[src/rtl/lib_switch_allocator_rr_pkg.sv]
// Shared types, default sizes and helpers for the round-robin switch allocator.
package lib_switch_allocator_rr_pkg;

    typedef enum logic {ALLOC_IDLE, ALLOC_LOCKED} alloc_state_e;

    localparam int ALLOC_N_DEF = 5;
    localparam int ALLOC_M_DEF = 5;

    // Ceiling log2, never below 1 so a pointer always has at least one bit.
    function automatic int log2(input int value);
        int r;
        r = 0;
        for (int i = 0; i < 31; i++) begin
            if ((1 << i) < value) r = i + 1;
        end
        return (r < 1) ? 1 : r;
    endfunction

endpackage

[src/rtl/lib_arbiter_rr.sv]
// N-way round-robin arbiter: search starts at the pointer, pointer moves past the winner on advance.
module lib_arbiter_rr
    import lib_switch_allocator_rr_pkg::*;
#(
    parameter int N  = ALLOC_N_DEF,
    parameter int PW = log2(ALLOC_N_DEF)
) (
    input  logic          clk,
    input  logic          reset,
    input  logic [0:N-1]  req,
    input  logic          advance,
    output logic [0:N-1]  gnt,
    output logic [PW-1:0] win,
    output logic          any
);

    logic [PW-1:0] ptr_q;
    logic [PW-1:0] ptr_d;

    always_comb begin
        int idx;
        gnt = '0;
        win = '0;
        any = 1'b0;
        idx = 0;
        for (int k = 0; k < N; k++) begin
            idx = (int'(ptr_q) + k) % N;
            if (!any && req[idx]) begin
                any      = 1'b1;
                gnt[idx] = 1'b1;
                win      = PW'(idx);
            end
        end
    end

    always_comb begin
        ptr_d = ptr_q;
        if (advance) begin
            ptr_d = (win == PW'(N - 1)) ? '0 : win + 1'b1;
        end
    end

    always_ff @(posedge clk) begin
        if (reset) begin
            ptr_q <= '0;
        end else begin
            ptr_q <= ptr_d;
        end
    end

endmodule

[src/rtl/lib_switch_allocator_rr.sv]
// NxM switch allocator: per-output round-robin with wormhole locking, zero-cycle grant path.
module lib_switch_allocator_rr
    import lib_switch_allocator_rr_pkg::*;
#(
    parameter int N = ALLOC_N_DEF,
    parameter int M = ALLOC_M_DEF
) (
    input  logic                 clk,
    input  logic                 reset,
    input  logic                 ce,
    input  logic [0:N-1][0:M-1]  i_req,
    input  logic [0:N-1]         i_tail,
    input  logic [0:M-1]         i_en,
    output logic [0:M-1][0:N-1]  o_sel,
    output logic [0:N-1]         o_grant,
    output logic [0:M-1]         o_valid
);

    localparam int PW = log2(N);

    logic [0:N-1][0:M-1] req_f;
    logic [0:N-1]        busy;
    logic [0:M-1]        locked_vec;
    logic [M-1:0][PW-1:0] owner_vec;

    // A malformed row keeps only its lowest-index request.
    always_comb begin
        logic seen;
        req_f = '0;
        for (int j = 0; j < N; j++) begin
            seen = 1'b0;
            for (int m = 0; m < M; m++) begin
                req_f[j][m] = i_req[j][m] & ~seen;
                seen        = seen | i_req[j][m];
            end
        end
    end

    // An input that owns a locked output may not win any other output.
    always_comb begin
        busy = '0;
        for (int m = 0; m < M; m++) begin
            for (int j = 0; j < N; j++) begin
                if (locked_vec[m] && owner_vec[m] == PW'(j)) busy[j] = 1'b1;
            end
        end
    end

    genvar gi;
    generate
        for (gi = 0; gi < M; gi++) begin : g_out
            alloc_state_e  st_q;
            alloc_state_e  st_d;
            logic [PW-1:0] owner_q;
            logic [PW-1:0] owner_d;
            logic [0:N-1]  col;
            logic [0:N-1]  arb_gnt;
            logic [PW-1:0] arb_win;
            logic          arb_any;
            logic          advance;
            logic [0:N-1]  sel_m;

            always_comb begin
                for (int j = 0; j < N; j++) col[j] = req_f[j][gi] & ~busy[j];
            end

            lib_arbiter_rr #(
                .N  (N),
                .PW (PW)
            ) u_arb (
                .clk     (clk),
                .reset   (reset),
                .req     (col),
                .advance (advance),
                .gnt     (arb_gnt),
                .win     (arb_win),
                .any     (arb_any)
            );

            always_comb begin
                st_d    = st_q;
                owner_d = owner_q;
                sel_m   = '0;
                advance = 1'b0;
                if (!reset && ce && i_en[gi]) begin
                    case (st_q)
                        ALLOC_IDLE: begin
                            if (arb_any) begin
                                sel_m   = arb_gnt;
                                advance = 1'b1;
                                if (!i_tail[arb_win]) begin
                                    st_d    = ALLOC_LOCKED;
                                    owner_d = arb_win;
                                end
                            end
                        end
                        ALLOC_LOCKED: begin
                            if (req_f[owner_q][gi]) begin
                                sel_m[owner_q] = 1'b1;
                                if (i_tail[owner_q]) st_d = ALLOC_IDLE;
                            end
                        end
                        default: st_d = ALLOC_IDLE;
                    endcase
                end
            end

            always_ff @(posedge clk) begin
                if (reset) begin
                    st_q    <= ALLOC_IDLE;
                    owner_q <= '0;
                end else begin
                    st_q    <= st_d;
                    owner_q <= owner_d;
                end
            end

            assign locked_vec[gi] = (st_q == ALLOC_LOCKED);
            assign owner_vec[gi]  = owner_q;
            assign o_sel[gi]      = sel_m;
            assign o_valid[gi]    = |sel_m;
        end
    endgenerate

    always_comb begin
        o_grant = '0;
        for (int j = 0; j < N; j++) begin
            for (int m = 0; m < M; m++) o_grant[j] = o_grant[j] | o_sel[m][j];
        end
    end

endmodule

[config.mk]
export PLATFORM = sky130hd
export DESIGN_NAME = lib_switch_allocator_rr
export DESIGN_NICKNAME = d
export VERILOG_FILES = /design/src/rtl/lib_switch_allocator_rr_pkg.sv /design/src/rtl/lib_arbiter_rr.sv /design/src/rtl/lib_switch_allocator_rr.sv
export SDC_FILE = /design/constraint.sdc
export NUM_CORES = 1
export LEC_CHECK = 0
export ABC_AREA = 1
export CAP_MARGIN = 30
export CORE_ASPECT_RATIO = 1.5
export CORE_MARGIN = 2
export CORE_UTILIZATION = 46
export CTS_CLUSTER_DIAMETER = 100
export DETAILED_ROUTE_END_ITERATION = 6
export PLACE_DENSITY_LB_ADDON = 0.08
export SYNTH_ARGS = -nofsm -noshare
export SYNTH_HDL_FRONTEND = slang
export SYNTH_SLANG_ARGS = --single-unit
[constraint.sdc]
create_clock -name clk -period 7.4 [get_ports clk]
set_input_delay 1.48 -clock clk [delete_from_list [all_inputs] [get_ports clk]]
set_output_delay 1.48 -clock clk [all_outputs]
set_load 0.005 [all_outputs]
==> results of run 1 <==
layout make-up:
| class | count | area (um2) | share of cell area [%] |
|---|---|---|---|
| multi-input cells | 1894 | 10900 | 74.5 |
| repair buffers | 92 | 871 | 5.96 |
| clock inverters | 1 | 5.00 | 0.0342 |
| well taps | 351 | 439 | 3.00 |
| clock buffers | 6 | 139 | 0.950 |
| inverters | 412 | 1570 | 10.7 |
| flip-flops and latches | 35 | 706 | 4.83 |
worst paths after layout:
path                           startpoint  depth (start not counted)  slack [ns]                 endpoint
setup reg to reg  g_out[0].u_arb.ptr_q[1]                         31        2.58  g_out[0].u_arb.ptr_q[2]
setup / recovery  g_out[4].u_arb.ptr_q[1]                         27        0.36               o_grant[4]
hold reg to reg       g_out[4].owner_q[1]                          2        0.49      g_out[4].owner_q[1]
hold / removal        g_out[4].owner_q[1]                          2        0.49      g_out[4].owner_q[1]
stage by stage:
stage               util [%]  area [um2]
floorplan                  -       13300
global placement        50.5       14400
detailed placement      50.5       14400
CTS                     51.0       14600
global route            51.2       14600
finish                  51.2       14600
sequential cells by signal, summed over array words and instances, names as in the netlist:
register	cells
g_out.u_arb.ptr_q	15
g_out.st_q	5
g_out.owner_q	15
worst reg2reg max path: cells and delay by family (launching register included):
family	cells	cell delay, ns
and+or+nand+nor	15	1.62
adders and majority gates	5	1.21
buffers and inverters	7	0.92
AOI/OAI and AO/OA	3	0.53
DFF	1	0.31
xor gates and xnor gates	1	0.16
metal layers:
layer / share of wire (%) / global-route usage [%] / vias to the layer above
met3: 5.9 / 3.76 / 115
met5: 0 / 0 / -
met2: 50 / 56.6 / 488
li1: - / - / 7983
met4: 4.2 / 11.9 / 0
met1: 40 / 34.5 / 7339
timing repair:
action                                  CTS  global route
buffers inserted                          0             1
endpoints found under the setup margin    0            14
hold buffers                              0             0
resized for setup                         0            15
logic make-up (layout without fill, tap and decap cells):
kind of cell    after synthesis  after routing  synth area share, %
xor+xnor                     39             39                 2.88
buf+inv                     442            511                 12.9
fa+ha+maj                   138            138                 13.1
compound gates              394            394                 18.7
simple gates               1323           1323                 47.1
flops                        35             35                 5.28
power by group:
part           internal, uW  switching [uW]
registers               246             106
clock network           132            93.7
logic                  2120            4500
cells in the mapped netlist (all sizes together), types with 8 or more instances:
master / count / share of area [%]
nand2: 641 / 20
inv: 407 / 12
nand3: 267 / 12
nor2: 253 / 7.9
o21ai: 163 / 6.7
ha: 137 / 13
a21oi: 96 / 3.9
nand4: 77 / 3.8
nor3: 54 / 2.5
o211ai: 43 / 2.5
dfxtp: 35 / 5.3
xor2: 33 / 2.3
buf: 19 / 0.94
nand3b: 14 / 0.89
o22ai: 14 / 0.76
o21a: 13 / 0.74
o31ai: 12 / 0.72
clkbuf: 11 / 0.31
o2111ai: 10 / 0.66
a211oi: 8 / 0.45
nor4: 8 / 0.38
==> results.md, run 1 <==
* Non-filler cells, final at 2791
* Tot Pwr at 7200 uW
* Crit path arrival time at 5.56 ns
* Syn Inst Count at 2371
* First-pass GRT wire length at 74.3 mm
* Setup violators final at 0
* Hpwl dp at 39.2 mm
* Commonest cells after routing, fill and taps aside: nand2_1 (585), inv_1 (346), nand3_1 (228)
* Clk_lat worst skew at 0.29 ns
* Rows at 76
* Yosys warnings at 0
* Die Width at 143 um
* Vias per cell at 5.71
* Critical path type: reg -> out
* Initial Utilization at 46.5%
* Post-synthesis register bit count at 35
* LEAKAGE at 0.00733 uW
* WL/cell at 16.8 um
* Initial DRC count at 961
* Vias in the first global route at 15100
* Largest net degree at the start of global routing at 26
* Post-Syn Area at 13300 um2
* Die area at 30300 um2
* Ys flop type: dfxtp_1
* Max IR drop VDD at 338 uV
* CTS max path bufs at 2
* Tmin final at 7.04 ns
* Number of buffers created by CTS at 5
* FILL cells at 3129
* Hold_ws at 0.488 ns
* HP Class: reg -> reg
* Status: finished clean
* Slew @ Worst Pin at 0.746 ns
* Syn Nets at 2547
* DRT Wirelength at 46.8 mm
* Post-synth EDFFs at 0
* Cell mode on critical path: nand2_1
* Hold Fails Final Rpt at 0
* CTS tree: yes
* PD cells at 493 nW/um2
* Dpl cells at 2783
* Nets at 2616
* Die height at 212 um
* Worst setup EP type: primary output
* Slowest stage delay, CP at 0.53 ns
* Worst EP required at 5.92 ns
* Commonest non-fill, non-tap cell in the layout: nand2_1
* Slowest-stage cell, CP: clkdlybuf4s50_1
* Num ports at 73
* Reg clk slew, reported paths at 0.06 ns
* Final Cycle Share at 95.1%
* Clk root buf: clkbuf_16
* Max Cap Viol at 0
* Routed Antenna Nets at 0
* RD Place Congestion at 0.967
* Pre-CTS setup slack at 0.477 ns
* Final setup skew at 0.00331 ns
* Clock Sink Count at 35
* Maximum clock rate at 142 MHz
* # diodes at 0
* Core area at 28500 um2
* Top fanout value on the critical path at 10
* Setup ws final at 0.365 ns
* CP bufs+invs at 5
* # DRC at 0
* RSZ-0062 raised after global routing: no
* H-tree levels at 2
* GRT Resource Usage Total at 30.3%
* Setup TNS at 0 ns
* Slew HR at 49.7%
* Synthesized area per cell at 5.60 um2
* Syn-to-layout area delta at 10.1%
* Initial DRT Pass Iterations at 6
* GR Overflow Total at 0
* Via Count at 15900
* Yosys cell types at 73
* Register area share after synthesis at 5.28%
* Max Transition Viols Final at 0
* Startpoint Class: register
* Layout cells sized above 1 at 11.2%
* Critical path's top delay family: simple AND/OR/NAND/NOR gates
* Number of antenna violations at the first check in global routing at 0
* Ys async rst share at 0%
* Buffers on Ports at 72
Note: power is estimated with default switching activity, not from simulation.
==> run 2: changes to the inputs <==
- CTS_BUF_LIST: default -> sky130_fd_sc_hd__clkbuf_4 sky130_fd_sc_hd__clkbuf_8 sky130_fd_sc_hd__clkbuf_16
==> results of run 2 <==
No change in the layout: final DEF, timing and power equal those of run 1.
==> run 3: changes to the inputs <==
- RECOVER_POWER: default -> 25
==> run 3 against run 2 <==
Effect of this change: via count shrank 0.57%; critical path depth is the same; sequential share of layout area is essentially flat; fmax grew 0.32%; largest cell class unchanged; critical endpoint unchanged; sequential power is essentially flat; final cell count is the same; global-route usage is the same; clock skew grew 0.0021 ns; sequential cell count is the same; first-iteration DRC count shrank 1.7%; utilization is essentially flat.
==> results.md, run 3 (same netlist as run 1, synthesis figures left out) <==
* R2r setup slk at 2.58 ns
* Worst EP required at 5.92 ns
* Number of buffers created by CTS at 5
* Setup violators final at 0
* # diodes at 0
* Clock Sink Count at 35
* Initial Utilization at 46.5%
* CTS max path bufs at 2
* Slew HR at 44.6%
* Core area at 28500 um2
* Pre-CTS setup slack at 0.477 ns
* Clk root buf: clkbuf_16
* Setup TNS at 0 ns
* H-tree levels at 2
* Buffers on Ports at 72
* Crit path arrival time at 5.53 ns
* HP Class: reg -> reg
* Top fanout value on the critical path at 10
* Initial DRT Pass Iterations at 6
* WL/cell at 16.7 um
* PD cells at 492 nW/um2
* Cts hold-fix bufs at 0
* Syn-to-layout area delta at 10.0%
* Final core occ at 51.2%
* Final setup skew at 0.00536 ns
* Nets at 2616
* Layout cells sized above 1 at 11.1%
* Final Cycle Share at 94.8%
* FILL cells at 3131
* Initial DRC count at 945
* Die height at 212 um
* Clk_lat worst skew at 0.29 ns
* Critical path type: reg -> out
* Cell mode on critical path: nand2_1
* Vias per cell at 5.67
* Startpoint Class: register
* RD Place Congestion at 0.967
* # DRC at 0
* LEAKAGE at 0.00733 uW
* Via Count at 15800
* Slew @ Worst Pin at 0.822 ns
* Maximum clock rate at 143 MHz
* Slowest-stage cell, CP: clkdlybuf4s50_1
* Commonest cells after routing, fill and taps aside: nand2_1 (585), inv_1 (346), nand3_1 (229)
* Worst setup EP type: primary output
* Commonest non-fill, non-tap cell in the layout: nand2_1
* RSZ-0062 raised after global routing: no
* Hpwl dp at 39.2 mm
* Die Width at 143 um
* Max Transition Viols Final at 0
* Hold Fails Final Rpt at 0
* Number of antenna violations at the first check in global routing at 0
* CTS tree: yes
* Status: finished clean
* Setup ws final at 0.387 ns
* Reg clk slew, reported paths at 0.06 ns
* GRT Resource Usage Total at 30.3%
* Num ports at 73
* First-pass GRT wire length at 74.3 mm
* Tmin final at 7.01 ns
* DRT Wirelength at 46.7 mm
* Max Cap Viol at 0
* Die area at 30300 um2
* Vias in the first global route at 15100
* Slowest stage delay, CP at 0.53 ns
* Largest net degree at the start of global routing at 26
* Rows at 76
* Top flop regs: g_out.owner_q: 15 flops, g_out.u_arb.ptr_q: 15 flops, g_out.st_q: 5 flops
* GR Overflow Total at 0
* Max IR drop VDD at 336 uV
* Routed Antenna Nets at 0
run 3: cell count changes in the layout (fill, tap and decap cells not counted):
cell / previous run / this run
nand3_1: 228 / 229
nand3_2: 37 / 36
nor2_2: 27 / 26
nor2_1: 222 / 223
run 3: worst paths after layout:
kind                           startpoint                 endpoint  depth (start not counted)
hold / removal        g_out[4].owner_q[1]      g_out[4].owner_q[1]                          2
hold reg to reg       g_out[4].owner_q[1]      g_out[4].owner_q[1]                          2
setup reg to reg  g_out[0].u_arb.ptr_q[1]  g_out[0].u_arb.ptr_q[2]                         31
setup / recovery  g_out[4].u_arb.ptr_q[1]               o_grant[4]                         27
run 3: stage by stage:
step                      instances  total power (uW)  area, um2  hold slack [ns]
after global placement         2783              6820      14400            0.474
final                          2791              7190      14600            0.488
after global routing           2791              7980      14600            0.517
after floorplan                2371              5350      13300            0.454
after CTS                      2790              7130      14600            0.489
after detailed placement       2783              6870      14400            0.481
run 3: layer usage:
layer | wire length, um | global-route usage [%]
met1 | 18800 | 34.5
met2 | 23300 | 56.6
met3 | 2500 | 3.76
met4 | 2030 | 11.9
met5 | 0 | 0
run 3: repair_timing:
action / in CTS / in global routing
endpoints found under the setup margin: 0 / 14
resized for setup: 0 / 15
buffers inserted: 0 / 1
run 3: worst max-delay path, delay by kind of cell (launching register included):
family                     cells  cell delay, ns
xor gates and xnor gates       1            0.31
adders and majority gates      3            0.95
AOI/OAI and AO/OA              3            0.59
buffers and inverters          5            1.07
and+or+nand+nor               15            1.93
DFF                            1            0.37
run 3: final cells by class:
type | count | area [um2] | share of cell area (%)
Multi-Input combinational cell | 1894 | 10900 | 74.5
Clock inverter | 1 | 5.00 | 0.0343
Tap cell | 351 | 439 | 3.01
Inverter | 412 | 1570 | 10.7
Sequential cell | 35 | 706 | 4.83
Clock buffer | 6 | 139 | 0.951
Timing Repair Buffer | 92 | 871 | 5.96
run 3: report_power, final:
part           leakage (uW)  total [uW]  internal [uW]  switching [uW]
clock             0.0000727         225            132            93.6
sequential         0.000285         353            246             107
combinational       0.00697        6610           2120            4490
